==> src/rtl/func_call_arbiter.sv <==
// Round-robin arbiter sharing one multi-cycle adder between NUM_REQ requesters.
// One transaction in flight; the result returns tagged with the owner's id.
module func_call_arbiter #(
    parameter int NUM_REQ = 4,
    parameter int DATA_W  = 32,
    parameter int LATENCY = 2
) (
    input  logic                        clk,
    input  logic                        rst_n,
    input  logic [NUM_REQ-1:0]          req_valid,
    output logic [NUM_REQ-1:0]          req_ready,
    input  logic [NUM_REQ*DATA_W-1:0]   req_a,
    input  logic [NUM_REQ*DATA_W-1:0]   req_b,
    output logic                        rsp_valid,
    input  logic                        rsp_ready,
    output logic [$clog2(NUM_REQ)-1:0]  rsp_id,
    output logic [DATA_W-1:0]           rsp_data,
    output logic                        busy
);
    localparam int ID_W  = $clog2(NUM_REQ);
    localparam int CNT_W = (LATENCY > 2) ? $clog2(LATENCY - 1) : 1;
    localparam logic [CNT_W-1:0] CNT_INIT = CNT_W'((LATENCY > 1) ? LATENCY - 2 : 0);

    localparam logic [1:0] IDLE = 2'd0;
    localparam logic [1:0] EXEC = 2'd1;
    localparam logic [1:0] RESP = 2'd2;

    logic [1:0]        state_reg, state_next;
    logic [ID_W-1:0]   rr_ptr_reg, rr_ptr_next;
    logic [CNT_W-1:0]  cnt_reg, cnt_next;
    logic [DATA_W-1:0] a_reg, a_next;
    logic [DATA_W-1:0] b_reg, b_next;
    logic [ID_W-1:0]   id_reg, id_next;
    logic              rsp_valid_reg, rsp_valid_next;
    logic [DATA_W-1:0] rsp_data_reg, rsp_data_next;
    logic [ID_W-1:0]   rsp_id_reg, rsp_id_next;

    logic [DATA_W-1:0] a_arr [NUM_REQ];
    logic [DATA_W-1:0] b_arr [NUM_REQ];
    logic              grant_found;
    logic [ID_W-1:0]   grant_idx;
    logic [ID_W-1:0]   scan_idx;
    logic              in_idle;

    generate
        for (genvar gi = 0; gi < NUM_REQ; gi++) begin : g_req
            assign a_arr[gi]     = req_a[gi*DATA_W +: DATA_W];
            assign b_arr[gi]     = req_b[gi*DATA_W +: DATA_W];
            assign req_ready[gi] = in_idle & grant_found & (grant_idx == ID_W'(gi));
        end
    endgenerate

    // Held low during reset so no requester sees a phantom accept.
    assign in_idle = rst_n & (state_reg == IDLE);

    always_comb begin
        grant_found = 1'b0;
        grant_idx   = '0;
        scan_idx    = '0;
        for (int k = 0; k < NUM_REQ; k++) begin
            scan_idx = ID_W'((int'(rr_ptr_reg) + k) % NUM_REQ);
            if (!grant_found && req_valid[scan_idx]) begin
                grant_found = 1'b1;
                grant_idx   = scan_idx;
            end
        end
    end

    always_comb begin
        state_next     = state_reg;
        rr_ptr_next    = rr_ptr_reg;
        cnt_next       = cnt_reg;
        a_next         = a_reg;
        b_next         = b_reg;
        id_next        = id_reg;
        rsp_valid_next = rsp_valid_reg;
        rsp_data_next  = rsp_data_reg;
        rsp_id_next    = rsp_id_reg;
        case (state_reg)
            IDLE: begin
                if (grant_found) begin
                    a_next  = a_arr[grant_idx];
                    b_next  = b_arr[grant_idx];
                    id_next = grant_idx;
                    if (LATENCY == 1) begin
                        state_next     = RESP;
                        rsp_valid_next = 1'b1;
                        rsp_data_next  = a_arr[grant_idx] + b_arr[grant_idx];
                        rsp_id_next    = grant_idx;
                    end else begin
                        state_next = EXEC;
                        cnt_next   = CNT_INIT;
                    end
                end
            end
            EXEC: begin
                if (cnt_reg == '0) begin
                    state_next     = RESP;
                    rsp_valid_next = 1'b1;
                    rsp_data_next  = a_reg + b_reg;
                    rsp_id_next    = id_reg;
                end else begin
                    cnt_next = cnt_reg - 1'b1;
                end
            end
            RESP: begin
                if (rsp_ready) begin
                    state_next     = IDLE;
                    rsp_valid_next = 1'b0;
                    rr_ptr_next    = (id_reg == ID_W'(NUM_REQ - 1)) ? '0 : id_reg + 1'b1;
                end
            end
            default: state_next = IDLE;
        endcase
    end

    always_ff @(posedge clk or negedge rst_n) begin
        if (!rst_n) begin
            state_reg     <= IDLE;
            rr_ptr_reg    <= '0;
            cnt_reg       <= '0;
            a_reg         <= '0;
            b_reg         <= '0;
            id_reg        <= '0;
            rsp_valid_reg <= 1'b0;
            rsp_data_reg  <= '0;
            rsp_id_reg    <= '0;
        end else begin
            state_reg     <= state_next;
            rr_ptr_reg    <= rr_ptr_next;
            cnt_reg       <= cnt_next;
            a_reg         <= a_next;
            b_reg         <= b_next;
            id_reg        <= id_next;
            rsp_valid_reg <= rsp_valid_next;
            rsp_data_reg  <= rsp_data_next;
            rsp_id_reg    <= rsp_id_next;
        end
    end

    assign rsp_valid = rsp_valid_reg;
    assign rsp_data  = rsp_data_reg;
    assign rsp_id    = rsp_id_reg;
    assign busy      = (state_reg != IDLE);
endmodule
==> config.mk <==
export PLATFORM = sky130hd
export DESIGN_NAME = func_call_arbiter
export DESIGN_NICKNAME = d
export VERILOG_FILES = /design/src/rtl/func_call_arbiter.sv
export SDC_FILE = /design/constraint.sdc
export NUM_CORES = 1
export LEC_CHECK = 0
export ABC_AREA = 1
export CELL_PAD_IN_SITES_DETAIL_PLACEMENT = 1
export CELL_PAD_IN_SITES_GLOBAL_PLACEMENT = 2
export CORE_ASPECT_RATIO = 1.25
export CORE_MARGIN = 5
export CORE_UTILIZATION = 24
export CTS_BUF_LIST = sky130_fd_sc_hd__clkbuf_2 sky130_fd_sc_hd__clkbuf_4 sky130_fd_sc_hd__clkbuf_8
export DETAILED_ROUTE_END_ITERATION = 10
export HOLD_SLACK_MARGIN = 0.15
export PLACE_DENSITY = 0.94
export SLEW_MARGIN = 20
export SYNTH_ARGS = -nofsm -noshare
export SYNTH_HDL_FRONTEND = slang
export SYNTH_SLANG_ARGS = --single-unit
==> constraint.sdc <==
create_clock -name clk -period 2.4 [get_ports clk]
set_input_delay 0.24 -clock clk [delete_from_list [all_inputs] [get_ports clk]]
set_output_delay 0.24 -clock clk [all_outputs]
set_load 0.03 [all_outputs]
After elaboration in Yosys (flattened, before gate mapping). Cells that the tools add are included.

Input bits: 263. Word-level logic and storage cells: 87. Output and inout bits: 40. Bits in registers: 106.

Add/subtract/negate cells: 6. Bitwise operators: 8. Reductions and logical operators: 17. $lt $le $gt $ge: 5. Multiplexer cells: 33. Equality and inequality tests: 9.

Operators with widths (number): $bmux W32 S2 (2); $mux W32 (4); $add A32 B32 Y32 (1); $mux W2 (8); $lt A2 B3 Y1 const B (4); $mux W1 (12); $bmux W1 S2 (4); $eq A2 B2 Y1 const B (4); $reduce_and A2 Y1 (4); $and A1 B1 Y1 (6); $ne A2 B2 Y1 const B (3); $pmux W2 S3 (1); $reduce_and A3 Y1 (2); $reduce_bool A2 Y1 (3); $add A2 B1 Y2 const B (2); $add A2 B2 Y2 const B (2); $eq A2 B1 Y1 const B (2); $logic_not A2 Y1 (2); $pmux W1 S2 (2); $ge A3 B3 Y1 const B (1); $logic_and A1 B1 Y1 (3); $logic_not A1 Y1 (3); $not A2 Y3 (1); $not A1 Y1 (1); $sub A1 B1 Y1 const B (1).

Logic depth before layout (Yosys ltp). Gate-level depths: netlist of run 1.

Word-level depth: 16. Depth in mapped cells: 17. Gate-level depth less buffers: 15.

Worst setup path before layout of run 1. OpenSTA, ideal clock, no wires.

Path kind: reg-to-output. Start: register rr_ptr_reg[0]. End: output req_ready[2]. Buffers on the path: 3. Data arrival time: 2.186 ns. Data required time: 2.160 ns. Setup slack: -0.026 ns. Stages on the path, launching flop included: 13. Cells stage by stage: dfrtp_1 > buf_4 > nand2_1 > nand2_1 > nand2_1 > nand2_1 > nor2_4 > nand3_2 > nand3_2 > buf_6 > buf_4 > inv_1 > nor3_1.

Longest elaborated chain between the ends: 14. Elaborated cells between the ends (all ways): 28. Those cells by class: 3 x add/sub; 1 x eq/ne; 16 x mux; 2 x bitwise; 6 x reduce/logical.

RTL lines: start, declared (RTL line 29) `logic [ID_W-1:0] rr_ptr_reg, rr_ptr_next;`; start signal, assigned (RTL line 130) `rr_ptr_reg <= rr_ptr_next;`; branches (longest 13 deep; another with $add A2 B1 Y2); $and A1 B1 Y1 * (RTL line 49) `assign req_ready[gi] = in_idle & grant_found & (grant_idx == ID_W'(gi));`; end, declared (RTL line 11) `output logic [NUM_REQ-1:0] req_ready,`.

Mark *: on every way between the ends. The select of a mux whose other input is x is not followed.

Worst setup path after layout of run 1. Same ends and word-level chain as after synthesis.

==> results.toml, run 1 <==
[final_layout]
final_cell_mix = "767 x nand2_1, 297 x clkdlybuf4s50_1, 133 x nand4_1"
nNetsFinal = 2096
area_delta_synth_final_pct = 58.2
fillers = 4658
layout_commonest_cell = "nand2_1"
drive_above_1_share_pct = 13.0
final_cells = 2286

[clock_tree]
clockBufferDepth = 2
cts_sinks = 105
cts_buffers = 9
cts_tree = "built"
clk_latency_ns = 0.42
clk_pin_slew_ns = 0.11
cts_root_buffer = "clkbuf_8"
h-tree-depth = 3

[worst_setup_path]
cp_max_fo = 8
critPathSlowestCell = "dfrtp_2"
crit_buf_inv = 4
startpoint = "rr_ptr_reg[0]$_DFFE_PN0P_"
worstReg2RegStart = "rr_ptr_reg[0]$_DFFE_PN0P_"
crit_required_ns = 2.16
critPathArrivalTime_ns = 2.31
endpoint = "req_ready[2]"
crit_chain = "buf_12 -> nand2_4 -> nand2_4 -> nand2_2 -> nand2_2 -> nor2_4 -> nand3_4 -> nand3_4 -> buf_12 -> inv_1 -> nor3_2 -> buf_4"
critical_path_depth = 12
cpLargestDelayFamily = "simple AND/OR/NAND/NOR gates"
r2r_cells = 17
reg2reg_slack_ns = 0
crit_path_start_kind = "register"
path_class = "register to output port"
rr_endpoint = "b_reg[4]$_DFFE_PN0P_"
max_stage_delay_ns = 0.48
endpoint_kind = "output port"

[synth]
synth_area_mm2 = 0.00889
postSynthCellCount = 1470
ys_types = 32
synth_warnings = 0
synth_edf_count = 0
avgSynthCellArea_um2 = 6.05
ys_async_sr_fraction_pct = 100
synth-seq-cells = 105
synthFlopType = "dfrtp_1"
syn_nets = 1766
seq_area_frac_synth_pct = 29.6

[floorplan]
ios = 303
initial_core_util_pct = 24.4
num_rows = 78
fp.dieArea_mm2 = 0.0410
coreArea_mm2 = 0.0365
die_h_um = 225
die_w_um = 182

[flow_run]
cap_violations = 0

[route]
drc = 0
drtIter0Drc = 542
wl_per_cell_um = 20.4
first_pass_iters = 4
antenna_left = 0
vias = 11292
vias_per_cell = 4.94
totalWireLength_um = 46600

[timing]
rsz0062_at_grt = "true"
hold_violations = 0
finalSetupTns_ns = -0.515
slew-limit-headroom_pct = 58.6
postLayoutSetupSlackWorst_ns = -0.150
skew_ns = 0.0243
fin_crit_ns = 2.55
fmax_ghz = 0.392
maxSlewViolCount = 0
setup_viol_count_final = 4
fin_crit_sh_pct = 106
hold_ws_ns = 0.445
worst_pin_slew_ns = 0.621

[global_route]
track_usage_pct = 20.0
grt_pass1_vias = 11560
overflow = 0
grt_start_max_net_pins = 106
grt_pass1_wl_um = 64700
antenna_found_initial = 2

[power]
p_seq_share_pct = 12.7
combPwrFrac_pct = 82.9
netSwitchingFraction_pct = 55.9
power_uw = 26800
cellInternalPower_uw = 11800
p_leak_uw = 0.00705
clkPwrFrac_pct = 4.4
peakVddDrop_mv = 0.954
p_switching_uw = 15000
powerDensity_mw_per_mm2 = 1910

[min_path]
hp-class = "primary input to register"

[run_status]
violations = "setup timing"
status = "finished, violations left"

[placement]
gp_congestion = 0.951
dpl.hpwl_um = 34000
dp.cells = 2223
port_buffers = 302
-- cells by family after synthesis --
kind of cell	Yosys count	share of synthesized area, %
and+or+nand+nor	1097	51.8
xor gates and xnor gates	12	1.18
DFF	105	29.6
buffers and inverters	139	7.67
adders and majority gates	33	4.73
AOI/OAI and AO/OA	84	5.11
-- worst min-delay path by stage --
stage | from | endpoint | slack [ns] | depth (start not counted)
after global routing | rsp_ready | state_reg[1]$_DFFE_PN0P_ | 0.42 | 2
after floorplan | rst_n | a_reg[0]$_DFFE_PN0P_ | -0.06 | 0
after detailed placement | rst_n | rsp_data[27]$_DFFE_PN0P_ | 0.46 | 2
after CTS | rsp_ready | state_reg[1]$_DFFE_PN0P_ | 0.43 | 2
after global placement | rst_n | rsp_data[27]$_DFFE_PN0P_ | 0.46 | 2
final | rsp_ready | state_reg[1]$_DFFE_PN0P_ | 0.44 | 2
-- cell usage after synthesis, types with 10 or more instances --
cell type / count / area, um2
nor2_1: 41 / 154
buf_2: 59 / 295
clkbuf_1: 17 / 63.8
ha_1: 32 / 400
nor3_1: 12 / 60.1
nand3_1: 46 / 230
a21oi_1: 38 / 190
o21ai_0: 31 / 155
xnor2_1: 10 / 87.6
nand4_1: 133 / 832
nand2_1: 843 / 3160
inv_1: 43 / 161
dfrtp_1: 105 / 2630
-- layer usage --
| metal | vias up | share of wire, % | track usage [%] |
|---|---|---|---|
| met5 | - | 0 | 0 |
| met4 | 0 | 5.4 | 8.67 |
| met3 | 110 | 4.9 | 3.99 |
| met2 | 373 | 49 | 34.2 |
| met1 | 5363 | 41 | 24.3 |
| li1 | 5446 | - | - |
-- timing repair --
action / CTS / global route
setup buffers: 12 / 6
gates resized for setup: 29 / 101
gates cloned: 2 / 26
hold buffers: 1 / 0
setup endpoints to repair: 5 / 76
endpoints found under the hold margin: 105 / 0
pin swaps: 10 / 81
-- power groups by stage --
| stage | clock network [uW] | logic (uW) | registers [uW] |
|---|---|---|---|
| after CTS | 1210 | 19200 | 3440 |
| final | 1170 | 22200 | 3420 |
| after global placement | 0 | 17900 | 3420 |
| after global routing | 1290 | 24300 | 3490 |
| after detailed placement | 0 | 18200 | 3460 |
| after floorplan | 0 | 11400 | 3640 |
-- layout make-up --
class	count	area (um2)	area share, %
diodes	1	2.50	0.0178
clock buffers	9	124	0.880
clock inverters	7	81.3	0.578
inverters	47	184	1.31
multi-input cells	1226	5910	42.0
flip-flops and latches	105	2630	18.7
well taps	480	601	4.27
repair buffers	411	4540	32.3
-- metrics by stage --
step	utilization (%)	area, um2	worst slack [ns]
2_1_floorplan	-	8900	0.0143
3_3_place_gp	34.8	12700	-0.0309
3_5_place_dp	34.8	12700	-0.102
4_1_cts	36.0	13200	-0.151
5_1_grt	38.5	14100	-0.260
6_report	38.5	14100	-0.150
Note: power is estimated with default switching activity, not from simulation.
==> run 2: changes to the inputs <==
--- a/config.mk
+++ b/config.mk
@@ -6,6 +6,7 @@
 export NUM_CORES = 1
 export LEC_CHECK = 0
 export ABC_AREA = 1
+export CAP_MARGIN = 15
 export CELL_PAD_IN_SITES_DETAIL_PLACEMENT = 1
 export CELL_PAD_IN_SITES_GLOBAL_PLACEMENT = 2
 export CORE_ASPECT_RATIO = 1.25
==> constraint.sdc (replaced) <==
create_clock -name clk -period 2.5 [get_ports clk]
set_input_delay 0.25 -clock clk [delete_from_list [all_inputs] [get_ports clk]]
set_output_delay 0.25 -clock clk [all_outputs]
set_load 0.03 [all_outputs]
==> results.toml, run 2 (synthesis results as in run 1) <==
[run_status]
status = "finished, violations left"
violations = "setup timing"

[final_layout]
final_cell_area_mm2 = 0.0131
area_delta_synth_final_pct = 47.2
drive_above_1_share_pct = 7.15
nNetsFinal = 2054
fin_util_pct = 35.9
layout_commonest_cell = "nand2_1"
fillers = 4685
seq_area_mm2 = 0.00263
final_cell_mix = "830 x nand2_1, 297 x clkdlybuf4s50_1, 133 x nand4_1"
multiInputGateArea_mm2 = 0.00571
final_cells = 2244

[clock_tree]
cts_tree = "built"
clk_pin_slew_ns = 0.12
clk_latency_ns = 0.41
clockBufferDepth = 2
cts_root_buffer = "clkbuf_8"
cts_buffers = 9
cts_sinks = 105
h-tree-depth = 3

[worst_setup_path]
crit_path_start_kind = "register"
cp_max_fo = 11
path_class = "register to output port"
critPathArrivalTime_ns = 2.31
endpoint_kind = "output port"
crit_required_ns = 2.25

[timing]
rsz0062_at_grt = "true"
fin_crit_ns = 2.56
skew_ns = 0.0190
hold_violations = 0
setup_viol_count_final = 4
worst_pin_slew_ns = 0.585
slew-limit-headroom_pct = 61.0
fmax_ghz = 0.390
fin_crit_sh_pct = 103
postLayoutSetupSlackWorst_ns = -0.0638
maxSlewViolCount = 0

[power]
peakVddDrop_mv = 0.979
powerDensity_mw_per_mm2 = 1700
p_leak_uw = 0.00661

[floorplan]
die_h_um = 225
die_w_um = 182
ios = 303
initial_core_util_pct = 24.4
coreArea_mm2 = 0.0365
fp.dieArea_mm2 = 0.0410
num_rows = 78

[route]
vias_per_cell = 4.80
wl_per_cell_um = 18.7
vias = 10771
drc = 0
totalWireLength_um = 42000
drtIter0Drc = 475
antenna_left = 0
first_pass_iters = 4

[placement]
gp_congestion = 0.888
dpl.hpwl_um = 34100
dp.cells = 2209
port_buffers = 302
placed_area_mm2 = 0.0126

[global_route]
track_usage_pct = 19.8
antenna_found_initial = 2
grt_pass1_vias = 11538
grt_start_max_net_pins = 106
overflow = 0
grt_pass1_wl_um = 64800

[flow_run]
cap_violations = 0

[min_path]
hp-class = "register to register"
## run 2: cell count changes in the layout (fill, tap and decap cells not counted), sizes merged
cell / change
buf: -25
clkbuf: -16
inv: -5
clkinv: +4
bufbuf: -1
clkinvlp: +1
## run 2: worst paths after layout
path | start | to | depth (start not counted) | slack, ns
setup / recovery | rr_ptr_reg[0]$_DFFE_PN0P_ | req_ready[0] | 10 | -0.06
hold / removal | rsp_data[25]$_DFFE_PN0P_ | rsp_data[25]$_DFFE_PN0P_ | 2 | 0.48
setup reg to reg | rr_ptr_reg[0]$_DFFE_PN0P_ | a_reg[16]$_DFFE_PN0P_ | 17 | 0.06
hold reg to reg | rsp_data[25]$_DFFE_PN0P_ | rsp_data[25]$_DFFE_PN0P_ | 2 | 0.48
max in group asynchronous | rst_n | b_reg[13]$_DFFE_PN0P_ | 3 | 1.50
min in group asynchronous | rst_n | rsp_data[27]$_DFFE_PN0P_ | 3 | 0.56
## run 2: critical path, stage by stage (launching register included)
cell	delay, ns
dfrtp_2	0.52
buf_6	0.14
nand2_1	0.07
nand3_2	0.10
nand2_2	0.09
nor2_4	0.17
nand4_1	0.17
nand2_4	0.16
inv_4	0.10
nor3_4	0.21
buf_6	0.16
## run 2: stage by stage
stage	total power, uW	worst slack [ns]	hold slack (ns)	TNS [ns]
floorplan	14400	0.0645	-0.0456	0
CTS	22000	-0.0826	0.480	-0.176
global route	24500	-0.190	0.468	-2.02
global placement	20100	0.0491	0.450	0
detailed placement	20400	0.0175	0.461	0
finish	22300	-0.0638	0.485	-0.154
## run 2: layer usage
layer	wire [um]	part of all wire, %	track usage [%]	vias up
met1	17900	43	24.3	5075
met3	1920	4.6	3.54	53
li1	-	-	-	5355
met5	19	0.045	0	-
met4	1040	2.5	5.13	2
met2	21100	50	35.8	286
## run 2: timing repair
item	4_1_cts	5_1_grt
endpoints found under the setup margin	4	64
pin swaps	15	2
cloned	0	2
hold buffers	1	0
endpoints found under the hold margin	105	0
resized for setup	29	15
buffers inserted	13	3
## run 2: layout make-up
cell class / count / area share, %
multi-input combinational: 1226 / 43.6
timing repair buffer: 368 / 28.7
sequential: 105 / 20.1
tap: 480 / 4.59
inverter: 47 / 1.41
clock buffer: 10 / 1.00
clock inverter: 6 / 0.507
timing repair inverter: 1 / 0.0382
antenna: 1 / 0.0191
## run 2: where the power goes
group | internal [uW] | switching (uW) | leakage, uW
sequential | 2570 | 704 | 0.00131
combinational | 6420 | 11500 | 0.00520
clock | 398 | 676 | 0.0000960
total | 9390 | 12900 | 0.00661
